==> config.mk <==
export PLATFORM = sky130hd
export DESIGN_NAME = multicycle_core_flat
export DESIGN_NICKNAME = d
export VERILOG_FILES = /design/src/rtl/multicycle_core_pkg.sv /design/src/rtl/multicycle_core_if.sv /design/src/rtl/multicycle_core_regfile.sv /design/src/rtl/multicycle_core.sv /design/src/flat_wrapper.sv
export SDC_FILE = /design/constraint.sdc
export NUM_CORES = 1
export LEC_CHECK = 0
export CAP_MARGIN = 20
export CORE_ASPECT_RATIO = 1.4
export CORE_MARGIN = 3
export CORE_UTILIZATION = 40
export CTS_BUF_LIST = sky130_fd_sc_hd__clkbuf_4
export CTS_CLUSTER_SIZE = 25
export DETAILED_ROUTE_END_ITERATION = 7
export PLACE_DENSITY = 0.64
export SETUP_SLACK_MARGIN = 0.05
export SYNTH_ARGS = -nofsm -noshare
export SYNTH_HDL_FRONTEND = slang
export SYNTH_SLANG_ARGS = --single-unit
==> constraint.sdc <==
create_clock -name clk -period 9.6 [get_ports clk]
set_input_delay 2.88 -clock clk [delete_from_list [all_inputs] [get_ports clk]]
set_output_delay 2.88 -clock clk [all_outputs]
set_load 0.05 [all_outputs]
==> src/rtl/multicycle_core_pkg.sv <==
// Shared definitions for the multicycle core: opcodes, FSM states, flag bit
// positions and instruction field extraction helpers.
package multicycle_core_pkg;

    typedef enum logic [2:0] {
        ST_FETCH  = 3'd0,
        ST_DECODE = 3'd1,
        ST_EXEC   = 3'd2,
        ST_MEM    = 3'd3,
        ST_HALT   = 3'd4
    } state_t;

    localparam logic [3:0] OP_NOP = 4'h0;
    localparam logic [3:0] OP_ADD = 4'h1;
    localparam logic [3:0] OP_SUB = 4'h2;
    localparam logic [3:0] OP_AND = 4'h3;
    localparam logic [3:0] OP_OR  = 4'h4;
    localparam logic [3:0] OP_XOR = 4'h5;
    localparam logic [3:0] OP_SHL = 4'h6;
    localparam logic [3:0] OP_SHR = 4'h7;
    localparam logic [3:0] OP_LDI = 4'h8;
    localparam logic [3:0] OP_LD  = 4'h9;
    localparam logic [3:0] OP_ST  = 4'hA;
    localparam logic [3:0] OP_JMP = 4'hB;
    localparam logic [3:0] OP_BZ  = 4'hC;
    localparam logic [3:0] OP_BN  = 4'hD;

    // Bit positions inside the {N,Z,C} flag vector.
    localparam int FLAG_N = 2;
    localparam int FLAG_Z = 1;
    localparam int FLAG_C = 0;

    function automatic logic [3:0] f_op(input logic [15:0] ir);
        return ir[15:12];
    endfunction

    function automatic logic [3:0] f_rd(input logic [15:0] ir);
        return ir[11:8];
    endfunction

    function automatic logic [3:0] f_ra(input logic [15:0] ir);
        return ir[7:4];
    endfunction

    function automatic logic [3:0] f_rb(input logic [15:0] ir);
        return ir[3:0];
    endfunction

    function automatic logic [7:0] f_imm8(input logic [15:0] ir);
        return ir[7:0];
    endfunction

endpackage

==> src/rtl/multicycle_core_if.sv <==
// Memory request/acknowledge bus between the core (master) and memory (slave).
interface multicycle_core_if #(
    parameter int DATA_W = 16,
    parameter int ADDR_W = 16
);
    logic              mem_req;
    logic              mem_we;
    logic [ADDR_W-1:0] mem_addr;
    logic [DATA_W-1:0] mem_wdata;
    logic              mem_ack;
    logic [DATA_W-1:0] mem_rdata;

    modport master (
        output mem_req, mem_we, mem_addr, mem_wdata,
        input  mem_ack, mem_rdata
    );

    modport slave (
        input  mem_req, mem_we, mem_addr, mem_wdata,
        output mem_ack, mem_rdata
    );
endinterface

==> src/rtl/multicycle_core_regfile.sv <==
// 16-entry register file: two operand read ports plus a debug read port,
// one synchronous write port, synchronous active-low clear of every entry.
module multicycle_core_regfile #(
    parameter int DATA_W = 16
) (
    input  logic              clk,
    input  logic              clr_n,
    input  logic              we,
    input  logic [3:0]        waddr,
    input  logic [DATA_W-1:0] wdata,
    input  logic [3:0]        ra1,
    input  logic [3:0]        ra2,
    input  logic [3:0]        dbg_ra,
    output logic [DATA_W-1:0] rd1,
    output logic [DATA_W-1:0] rd2,
    output logic [DATA_W-1:0] dbg_rd
);

    logic [DATA_W-1:0] regs_q [16];
    logic [DATA_W-1:0] regs_d [16];

    // Next register contents: copy current state, overlay the single write.
    always_comb begin
        for (int i = 0; i < 16; i++) begin
            regs_d[i] = regs_q[i];
        end
        if (we) begin
            regs_d[waddr] = wdata;
        end else begin
            regs_d[waddr] = regs_q[waddr];
        end
    end

    // Register storage with synchronous clear.
    always_ff @(posedge clk) begin
        if (!clr_n) begin
            for (int i = 0; i < 16; i++) begin
                regs_q[i] <= {DATA_W{1'b0}};
            end
        end else begin
            for (int i = 0; i < 16; i++) begin
                regs_q[i] <= regs_d[i];
            end
        end
    end

    // Reads come straight from the flops, so a same-cycle write is not visible.
    assign rd1    = regs_q[ra1];
    assign rd2    = regs_q[ra2];
    assign dbg_rd = regs_q[dbg_ra];

endmodule

==> src/rtl/multicycle_core.sv <==
// Multi-cycle processor: FETCH/DECODE/EXEC/MEM/HALT control, inline ALU with
// {N,Z,C} flags, PC, and a req/ack memory master that tolerates wait states.
module multicycle_core
    import multicycle_core_pkg::*;
#(
    parameter int                DATA_W   = 16,
    parameter int                ADDR_W   = 16,
    parameter logic [ADDR_W-1:0] RESET_PC = {ADDR_W{1'b0}}
) (
    input  logic                 clk,
    input  logic                 reset,
    input  logic                 run,
    multicycle_core_if.master    mem,
    input  logic [3:0]           dbg_ra,
    output logic [DATA_W-1:0]    dbg_rd,
    output logic [ADDR_W-1:0]    pc_out,
    output logic [2:0]           flags,
    output logic                 halted
);

    localparam logic [DATA_W-1:0] ZERO_D = {DATA_W{1'b0}};
    localparam logic [ADDR_W-1:0] ZERO_A = {ADDR_W{1'b0}};
    localparam logic [ADDR_W-1:0] ONE_A  = {{(ADDR_W-1){1'b0}}, 1'b1};

    state_t            state_q, state_d;
    logic [ADDR_W-1:0] pc_q, pc_d;
    logic [15:0]       ir_q, ir_d;
    logic [DATA_W-1:0] a_q, a_d;
    logic [DATA_W-1:0] b_q, b_d;
    logic [2:0]        flags_q, flags_d;
    logic              req_q, req_d;
    logic              we_q, we_d;
    logic [ADDR_W-1:0] addr_q, addr_d;
    logic [DATA_W-1:0] wdata_q, wdata_d;
    logic              halted_q, halted_d;

    logic              rf_we_s;
    logic [3:0]        rf_waddr_s;
    logic [DATA_W-1:0] rf_wdata_s;
    logic [3:0]        rf_ra1_s;
    logic [3:0]        rf_ra2_s;
    logic [DATA_W-1:0] rf_rd1_s;
    logic [DATA_W-1:0] rf_rd2_s;

    logic [3:0]        op_s, rd_s, ra_s, rb_s;
    logic [7:0]        imm8_s;
    logic [DATA_W-1:0] ldi_val_s;
    logic [DATA_W:0]   sum_s, diff_s;
    logic [DATA_W-1:0] alu_res_s;
    logic              alu_c_s;
    logic              alu_op_s;

    assign op_s      = f_op(ir_q);
    assign rd_s      = f_rd(ir_q);
    assign ra_s      = f_ra(ir_q);
    assign rb_s      = f_rb(ir_q);
    assign imm8_s    = f_imm8(ir_q);
    assign ldi_val_s = {{(DATA_W-8){imm8_s[7]}}, imm8_s};

    multicycle_core_regfile #(.DATA_W(DATA_W)) u_regfile (
        .clk    (clk),
        .clr_n  (reset),
        .we     (rf_we_s),
        .waddr  (rf_waddr_s),
        .wdata  (rf_wdata_s),
        .ra1    (rf_ra1_s),
        .ra2    (rf_ra2_s),
        .dbg_ra (dbg_ra),
        .rd1    (rf_rd1_s),
        .rd2    (rf_rd2_s),
        .dbg_rd (dbg_rd)
    );

    // ALU on the latched operands; alu_op_s marks ops that update the flags.
    always_comb begin
        sum_s     = {1'b0, a_q} + {1'b0, b_q};
        diff_s    = {1'b0, a_q} - {1'b0, b_q};
        alu_res_s = ZERO_D;
        alu_c_s   = 1'b0;
        alu_op_s  = 1'b0;
        case (op_s)
            OP_ADD: begin
                alu_res_s = sum_s[DATA_W-1:0];
                alu_c_s   = sum_s[DATA_W];
                alu_op_s  = 1'b1;
            end
            OP_SUB: begin
                // Carry means "no borrow", i.e. ra >= rb unsigned.
                alu_res_s = diff_s[DATA_W-1:0];
                alu_c_s   = ~diff_s[DATA_W];
                alu_op_s  = 1'b1;
            end
            OP_AND: begin
                alu_res_s = a_q & b_q;
                alu_op_s  = 1'b1;
            end
            OP_OR: begin
                alu_res_s = a_q | b_q;
                alu_op_s  = 1'b1;
            end
            OP_XOR: begin
                alu_res_s = a_q ^ b_q;
                alu_op_s  = 1'b1;
            end
            OP_SHL: begin
                alu_res_s = {a_q[DATA_W-2:0], 1'b0};
                alu_c_s   = a_q[DATA_W-1];
                alu_op_s  = 1'b1;
            end
            OP_SHR: begin
                alu_res_s = {1'b0, a_q[DATA_W-1:1]};
                alu_c_s   = a_q[0];
                alu_op_s  = 1'b1;
            end
            default: begin
                alu_res_s = ZERO_D;
                alu_c_s   = 1'b0;
                alu_op_s  = 1'b0;
            end
        endcase
    end

    // Control FSM: next state, datapath register updates and memory requests.
    always_comb begin
        state_d    = state_q;
        pc_d       = pc_q;
        ir_d       = ir_q;
        a_d        = a_q;
        b_d        = b_q;
        flags_d    = flags_q;
        req_d      = req_q;
        we_d       = we_q;
        addr_d     = addr_q;
        wdata_d    = wdata_q;
        halted_d   = halted_q;
        rf_we_s    = 1'b0;
        rf_waddr_s = rd_s;
        rf_wdata_s = alu_res_s;
        rf_ra1_s   = ra_s;
        rf_ra2_s   = rb_s;

        case (state_q)
            ST_FETCH: begin
                if (req_q) begin
                    // An outstanding request always completes, even if run dropped.
                    if (mem.mem_ack) begin
                        ir_d    = mem.mem_rdata[15:0];
                        pc_d    = pc_q + ONE_A;
                        req_d   = 1'b0;
                        state_d = ST_DECODE;
                    end else begin
                        req_d = 1'b1;
                    end
                end else if (run) begin
                    req_d  = 1'b1;
                    we_d   = 1'b0;
                    addr_d = pc_q;
                end else begin
                    req_d = 1'b0;
                end
            end

            ST_DECODE: begin
                a_d     = rf_rd1_s;
                b_d     = rf_rd2_s;
                state_d = ST_EXEC;
            end

            ST_EXEC: begin
                // Port 1 reads rd here so a store can capture its data.
                rf_ra1_s = rd_s;
                state_d  = ST_FETCH;
                case (op_s)
                    OP_ADD, OP_SUB, OP_AND, OP_OR, OP_XOR, OP_SHL, OP_SHR: begin
                        rf_we_s         = alu_op_s;
                        rf_wdata_s      = alu_res_s;
                        flags_d[FLAG_N] = alu_res_s[DATA_W-1];
                        flags_d[FLAG_Z] = (alu_res_s == ZERO_D);
                        flags_d[FLAG_C] = alu_c_s;
                    end
                    OP_LDI: begin
                        rf_we_s    = 1'b1;
                        rf_wdata_s = ldi_val_s;
                    end
                    OP_LD, OP_ST: begin
                        req_d   = 1'b1;
                        we_d    = (op_s == OP_ST);
                        addr_d  = a_q[ADDR_W-1:0];
                        wdata_d = rf_rd1_s;
                        state_d = ST_MEM;
                    end
                    OP_JMP: begin
                        pc_d = b_q[ADDR_W-1:0];
                    end
                    OP_BZ: begin
                        if (flags_q[FLAG_Z]) begin
                            pc_d = b_q[ADDR_W-1:0];
                        end else begin
                            pc_d = pc_q;
                        end
                    end
                    OP_BN: begin
                        if (flags_q[FLAG_N]) begin
                            pc_d = b_q[ADDR_W-1:0];
                        end else begin
                            pc_d = pc_q;
                        end
                    end
                    OP_NOP: begin
                        state_d = ST_FETCH;
                    end
                    default: begin
                        // Opcodes E and F halt the core.
                        halted_d = 1'b1;
                        state_d  = ST_HALT;
                    end
                endcase
            end

            ST_MEM: begin
                if (req_q && mem.mem_ack) begin
                    req_d      = 1'b0;
                    we_d       = 1'b0;
                    rf_we_s    = (op_s == OP_LD);
                    rf_wdata_s = mem.mem_rdata;
                    state_d    = ST_FETCH;
                end else begin
                    req_d = req_q;
                end
            end

            ST_HALT: begin
                halted_d = 1'b1;
                req_d    = 1'b0;
                state_d  = ST_HALT;
            end

            default: begin
                state_d = ST_FETCH;
            end
        endcase
    end

    // State and datapath registers with synchronous active-low reset.
    always_ff @(posedge clk) begin
        if (!reset) begin
            state_q  <= ST_FETCH;
            pc_q     <= RESET_PC;
            ir_q     <= 16'h0000;
            a_q      <= ZERO_D;
            b_q      <= ZERO_D;
            flags_q  <= 3'b000;
            req_q    <= 1'b0;
            we_q     <= 1'b0;
            addr_q   <= ZERO_A;
            wdata_q  <= ZERO_D;
            halted_q <= 1'b0;
        end else begin
            state_q  <= state_d;
            pc_q     <= pc_d;
            ir_q     <= ir_d;
            a_q      <= a_d;
            b_q      <= b_d;
            flags_q  <= flags_d;
            req_q    <= req_d;
            we_q     <= we_d;
            addr_q   <= addr_d;
            wdata_q  <= wdata_d;
            halted_q <= halted_d;
        end
    end

    assign mem.mem_req   = req_q;
    assign mem.mem_we    = we_q;
    assign mem.mem_addr  = addr_q;
    assign mem.mem_wdata = wdata_q;
    assign pc_out        = pc_q;
    assign flags         = flags_q;
    assign halted        = halted_q;

endmodule
==> src/flat_wrapper.sv <==
// flat-port wrapper written by rule: the top's interface ports become plain ports
module multicycle_core_flat import multicycle_core_pkg::*;
#(
    parameter int                DATA_W   = 16,
    parameter int                ADDR_W   = 16,
    parameter logic [ADDR_W-1:0] RESET_PC = {ADDR_W{1'b0}}
)
  (clk, reset, run, dbg_ra, dbg_rd, pc_out, flags, halted, mem_mem_req, mem_mem_we, mem_mem_addr, mem_mem_wdata, mem_mem_ack, mem_mem_rdata);
  multicycle_core_if #(.DATA_W(DATA_W), .ADDR_W(ADDR_W)) mem_i ();
  input  logic clk;
  input  logic reset;
  input  logic run;
  input  logic [3:0] dbg_ra;
  output logic [DATA_W-1:0] dbg_rd;
  output logic [ADDR_W-1:0] pc_out;
  output logic [2:0] flags;
  output logic halted;
  output wire logic [$bits(mem_i.mem_req)-1:0] mem_mem_req;
  output wire logic [$bits(mem_i.mem_we)-1:0] mem_mem_we;
  output wire logic [$bits(mem_i.mem_addr)-1:0] mem_mem_addr;
  output wire logic [$bits(mem_i.mem_wdata)-1:0] mem_mem_wdata;
  input wire logic [$bits(mem_i.mem_ack)-1:0] mem_mem_ack;
  input wire logic [$bits(mem_i.mem_rdata)-1:0] mem_mem_rdata;
  assign mem_mem_req = mem_i.mem_req;
  assign mem_mem_we = mem_i.mem_we;
  assign mem_mem_addr = mem_i.mem_addr;
  assign mem_mem_wdata = mem_i.mem_wdata;
  assign mem_i.mem_ack = mem_mem_ack;
  assign mem_i.mem_rdata = mem_mem_rdata;
  multicycle_core #(.DATA_W(DATA_W), .ADDR_W(ADDR_W), .RESET_PC(RESET_PC)) u_core (.clk(clk), .reset(reset), .run(run), .mem(mem_i), .dbg_ra(dbg_ra), .dbg_rd(dbg_rd), .pc_out(pc_out), .flags(flags), .halted(halted));
endmodule
* Word level (Yosys, flattened, before mapping)
Memories as Yosys holds them, arrays and structs flattened. A register that Yosys moved wholly into a read port is not among the register bits.
Cells that the tools add are included.
** Word-level totals
- Bits in writable memories :: 256
- Memories :: 1
- Bits in read-only memories :: 0
- Output and inout port bits :: 70
- Flip-flop bits (word level) :: 89
- Bits in latches :: 0
** Cells by class
- Equality and inequality tests :: 27
- Magnitude comparators :: 2
- Bitwise logic cells :: 21
- Divide/modulo/power cells :: 0
- Multiplexer cells :: 61
- Add/sub/neg operators :: 3
- Multiply operators :: 0
- Reductions and logical operators :: 24
- Shifts and indexed selects :: 0
** Memories
- u_core.u_regfile.regs_q :: depth 16, bits a word 16, read ports 20, clocked after Yosys merged registers in 2, write ports 16, line multicycle_core_regfile.sv:19 : logic [DATA_W-1:0] regs_q [16];
** Operators by type and width (count)
- $bwmux W256 :: 2
- $mux W16 :: 26
- $mux W256 :: 1
- $pmux W16 S7 :: 1
- $pmux W16 S2 :: 3
- $demux W16 S4 :: 1
- $pmux W16 S3 :: 1
- $eq A4 B4 Y1 const B :: 6
- $add A16 B16 Y17 :: 1
- $sub A16 B16 Y17 :: 1
- $add A16 B1 Y16 const B :: 1
- $and A16 B16 Y16 :: 1
- $eq A4 B3 Y1 const B :: 4
- $logic_not A16 Y1 :: 1
- $or A1 B1 Y1 :: 16
- $or A16 B16 Y16 :: 1
- $xor A16 B16 Y16 :: 1
- $pmux W3 S5 :: 1
- $reduce_or A14 Y1 :: 1
- $mux W1 :: 13
- $mux W4 :: 3
- $reduce_or A12 Y1 :: 1
- $ne A2 B2 Y1 const B :: 5
- $mux W3 :: 3
- other kinds (31) :: 43

* Depth between registers and ports, before layout
Gate-level depths: netlist (run 1).
- Word-level depth :: 8
- Depth in mapped cells :: 14

* Modules after synthesis
A second synthesis (run 1) with hierarchy kept.
** Second synthesis, totals
- Cell total of the unflattened synthesis :: 2797
- Area, all modules :: 26141.3 um^2
** Modules (own cells, without submodules)
- multicycle_core_regfile :: area each 18315.1 um^2, cells an instance 1758, instances 1, sequential area each 5124.9 um^2
- multicycle_core :: area each 7826.3 um^2, cells an instance 1039, instances 1, sequential area each 2102.0 um^2

* Least setup slack after synthesis (run 1)
No wires, ideal clock.
- Kind :: input -> output
- Start :: input dbg_ra[1]
- End :: output dbg_rd[10]
- Arrival time :: 5.005 ns
- Required time :: 6.720 ns
- Setup slack :: 1.715 ns
- Stages :: 5
- Path through :: clkbuf_1 > clkbuf_1 > buf_1 > mux4_2 > mux4_2
** Between the ends
- Cells in the longest elaborated chain, start to end :: 1
** Ends and longest elaborated chain
- start: declaration :: line flat_wrapper.sv:13 : input logic [3:0] dbg_ra;
- $mem_v2 Z16 W16
- end: declaration :: line flat_wrapper.sv:14 : output logic [DATA_W-1:0] dbg_rd;
No other way between the ends.

* Final worst setup path (run 1)
- Start :: input dbg_ra[1]
- End :: output dbg_rd[15]
The elaborated chain is that of the path after synthesis.

==> summary.md, run 1 <==
| Metric | Value |
|---|---|
| Yosys warning count | `0` |
| Max-cap violations | `0` |
| Status | `completed` |
| Register bit total from synthesis | `~370` |
| Synth top area share | `0.289` |
| Crit share post-route | `0.878` |
| Startpoint Class | `primary input` |
| Hold Fails Final Rpt | `0` |
| Cts bufs inserted | `95` |
| Syn_nets | `~2,700` |
| Max FO, Critical Path | `31` |
| Min cycle time layout | `~8.4 ns` |
| Max Freq | `between 100 and 150 MHz` |
| Chip height | `between 300 and 400 µm` |
| Seq/Total Area, Yosys | `0.289` |
| DIE AREA | `~66,000 µm²` |
| Core area | `62,300 µm²` |
| Ys async rst share | `0` |
| Routed wire per std cell | `between 20 and 30 µm` |
| # DRC | `0` |
| Worst Max-Slew Pin Slew | `1.24 ns` |
| Routed wire length | `98,200 µm` |
| Final non-filler cell total | `3,539` |
| Layout area overhead | `10.7%` |
| Cell area after synthesis | `25,300 µm²` |
| DRT Pass-1 Iters | `5` |
| RSZ-0062 raised after global routing | `false` |
| Post CTS Setup Buffer Count | `0` |
| Final core utilization | `0.449` |
| Largest net degree at the start of global routing | `between 100 and 150` |
| Reg2reg start | `u_core.state_q[1]` |
| Clock-pin slew on the worst setup and hold paths | `~0.060 ns` |
| Cell count after synthesis | `about 2,600` |
| Port bufs | `93` |
| Hold Path Depth | `2` |
| Share of layout cells above drive strength 1 | `0.219` |
| Clock Latency Late Sink | `approximately 0.89 ns` |
| Post-Route Setup TNS | `0 ns` |
| Crit Path Class | `primary input to primary output` |
| Initial drt markers | `roughly 2,900` |
| CTS Sinks | `between 300 and 400` |
| Placed cell count | `approximately 3,400` |
| Chip Width | `approximately 220 µm` |
| Power per Cell Area | `approximately 120 nW/µm²` |
| Post-synth EDFFs | `0` |
| Gr ovfl total | `0` |
| H-tree depth reported by CTS | `3` |
| CTS root buf | `clkbuf_4` |
| Register area | `roughly 7300 µm²` |
| Vias in the first global route | `between 20,000 and 25,000` |
| Hold endpoint | `u_core.mem.mem_wdata[10]` |
| Final-stage net count | `2,722` |
| Antenna viol nets, final | `0` |
| Post-CTS Hold Fix Bufs | `0` |
| Max_slew headroom | `0.171` |
| R2R Setup Slk | `approximately 4.5 ns` |
| CP required | `between 6 and 7 ns` |
| Hold_sp | `u_core.mem.mem_wdata[10]` |
| Avg Inst Size Synth | `approximately 9.6 µm²` |
| Worst R2R End | `u_core.a_q[10]` |
| Boundary Pins | `between 90 and 100` |
| Slew Viols, Final | `0` |
| CTS tree | `yes` |
| Final setup viols | `0` |
| CP Capture Type | `primary output` |
| Ys flop type | `dfxtp_1` |
| Leak | `a little under 9 nW` |
| Distinct cells, synth | `about 100` |
| Std cell rows | `108` |
| Final Power | `between 0.003 and 0.004 W` |
| Top post-synthesis cells by area | `dfxtp_1 29%, mux4_2 27%, nand2_1 9.0%, a21boi_0 4.1%, a21boi_1 3.1%` |
| Clock Skew | `between 0.07 and 0.08 ns` |
| RePlAce Congestion | `around 0.96` |
| Initial antenna violation count | `5` |
| Starting Density | `0.406` |
| Worst reg2reg path depth | `10` |
| First-pass GRT wire length | `between 100,000 and 150,000 µm` |
| CTS max path bufs | `3` |
| Largest area contributor in the netlist | `dfxtp_1` |
| Resized cells post-CTS | `0` |
| HPWL Detailed | `~66,000 µm` |
| Maximum vdd drop | `between 0.06 and 0.07 mV` |
| Multi-input gate area | `approximately 17,000 µm²` |
| CP arrival | `5.55 ns` |
| Total GRT Usage | `0.293` |
| Vias | `approximately 23,000` |
| # fillers | `between 5,000 and 6,000` |
| Via density | `6.58` |
| HP Class | `register to register` |
==> state kept, by name, summed over array words and instances (netlist names), named ones only <==
signal / flops
u_core.u_regfile.regs_q: 256
u_core.a_q: 16
u_core.b_q: 16
u_core.ir_q: 16
u_core.mem.mem_addr: 16
u_core.mem.mem_wdata: 16
u_core.pc_out: 16
u_core.flags: 3
u_core.state_q: 3
u_core.halted: 1
u_core.mem.mem_req: 1
u_core.mem.mem_we: 1
==> critical path, cell delays in order <==
cell and delay, ns:
buf_2 0.71, buf_12 0.29, mux4_2 0.34, mux4_2 0.56, clkdlybuf4s50_1 0.74
==> layout make-up <==
type | count | area share
antenna | 4 | 0.000358
clock buffer | 127 | 0.0341
clock inverter | 38 | 0.00791
inverter | 54 | 0.00729
multi-input combinational | 1973 | 0.600
sequential | 365 | 0.261
tap | 825 | 0.0369
timing repair buffer | 153 | 0.0522
==> cell usage after synthesis (5+ instances only) <==
| cell type | instances |
|---|---|
| mux4_2 | 302 |
| dfxtp_1 | 365 |
| a221oi_1 | 6 |
| inv_1 | 52 |
| mux2i_1 | 15 |
| a21oi_1 | 57 |
| nand4_1 | 10 |
| nand2_1 | 607 |
| ha_1 | 54 |
| nand3_1 | 106 |
| or2_2 | 6 |
| and2_1 | 30 |
| a31oi_1 | 27 |
| o211a_1 | 18 |
| a2bb2oi_1 | 5 |
| o31ai_1 | 14 |
| nor2_1 | 81 |
| a211oi_2 | 9 |
| a21o_1 | 8 |
| buf_2 | 35 |
| nor2b_1 | 13 |
| o21ai_0 | 104 |
| a22oi_1 | 17 |
| o221ai_1 | 5 |
| clkbuf_1 | 140 |
| a21oi_2 | 7 |
| nor4_1 | 7 |
| and3_1 | 16 |
| buf_4 | 16 |
| a211oi_1 | 15 |
| a21boi_1 | 106 |
| o211ai_1 | 25 |
| nor3_1 | 22 |
| nand2b_1 | 10 |
| o21ai_1 | 18 |
| buf_6 | 15 |
| o31ai_2 | 10 |
| o22ai_1 | 6 |
| buf_1 | 29 |
| a21boi_0 | 137 |
| nor3b_1 | 6 |
==> cell families after synthesis <==
logic type      synth area share
simple gates               0.164
compound gates             0.187
flops                      0.289
mux                        0.277
buf+inv                   0.0535
fa+ha+maj                 0.0283
xor+xnor                 0.00104
==> how the worst max path moves through the flow <==
stage                   start         end  slack (ns)  cells after the start
finish              dbg_ra[1]  dbg_rd[15]        1.17                      5
detailed placement  dbg_ra[1]   dbg_rd[8]        1.17                      5
CTS                 dbg_ra[1]   dbg_rd[8]        1.17                      5
global placement    dbg_ra[1]   dbg_rd[8]        1.22                      5
global route        dbg_ra[0]  dbg_rd[15]        1.10                      5
floorplan           dbg_ra[1]  dbg_rd[10]        1.72                      5
==> metal layers <==
metal	up-vias	wire length (µm)	global-route usage
met2	1479	47500	0.493
li1	9871	-	-
met3	504	8670	0.0645
met4	4	9070	0.238
met5	-	28	0
met1	11400	32900	0.315
==> per-stage QoR <==
step,setup slack (ns),cell area (µm²),hold WS (ns)
after floorplan,1.72,25300,0.456
after detailed placement,1.17,26800,0.448
after global routing,1.10,28000,0.486
after CTS,1.17,27900,0.457
final,1.17,28000,0.454
after global placement,1.22,26700,0.445
==> placed cells by master, fill, tap and decap left out, drive strengths merged, types with 30 or more instances in the layout <==
cell and n:
nor2 82, a21oi 65, inv 54, mux4 304, nand3 106, buf 62, dfxtp 365, a21boi 243
ha 54, and2 30, nand2 607, clkinv 36, clkbuf 128, o21ai 124, clkdlybuf4s50 90
==> power breakdown <==
group	internal, W	switching, W	leakage [nW]
Combinational	0.000126	0.000237	5.32
Sequential	0.00153	0.0000270	2.95
Clock	0.000671	0.000704	0.691
Note: power is estimated with default switching activity, not from simulation.
==> run 2, diff against run 1 <==
GPL_TIMING_DRIVEN = 1   (was default)
==> results of run 2 <==
Same layout as run 1: the final DEF is identical, and so are final timing and power.
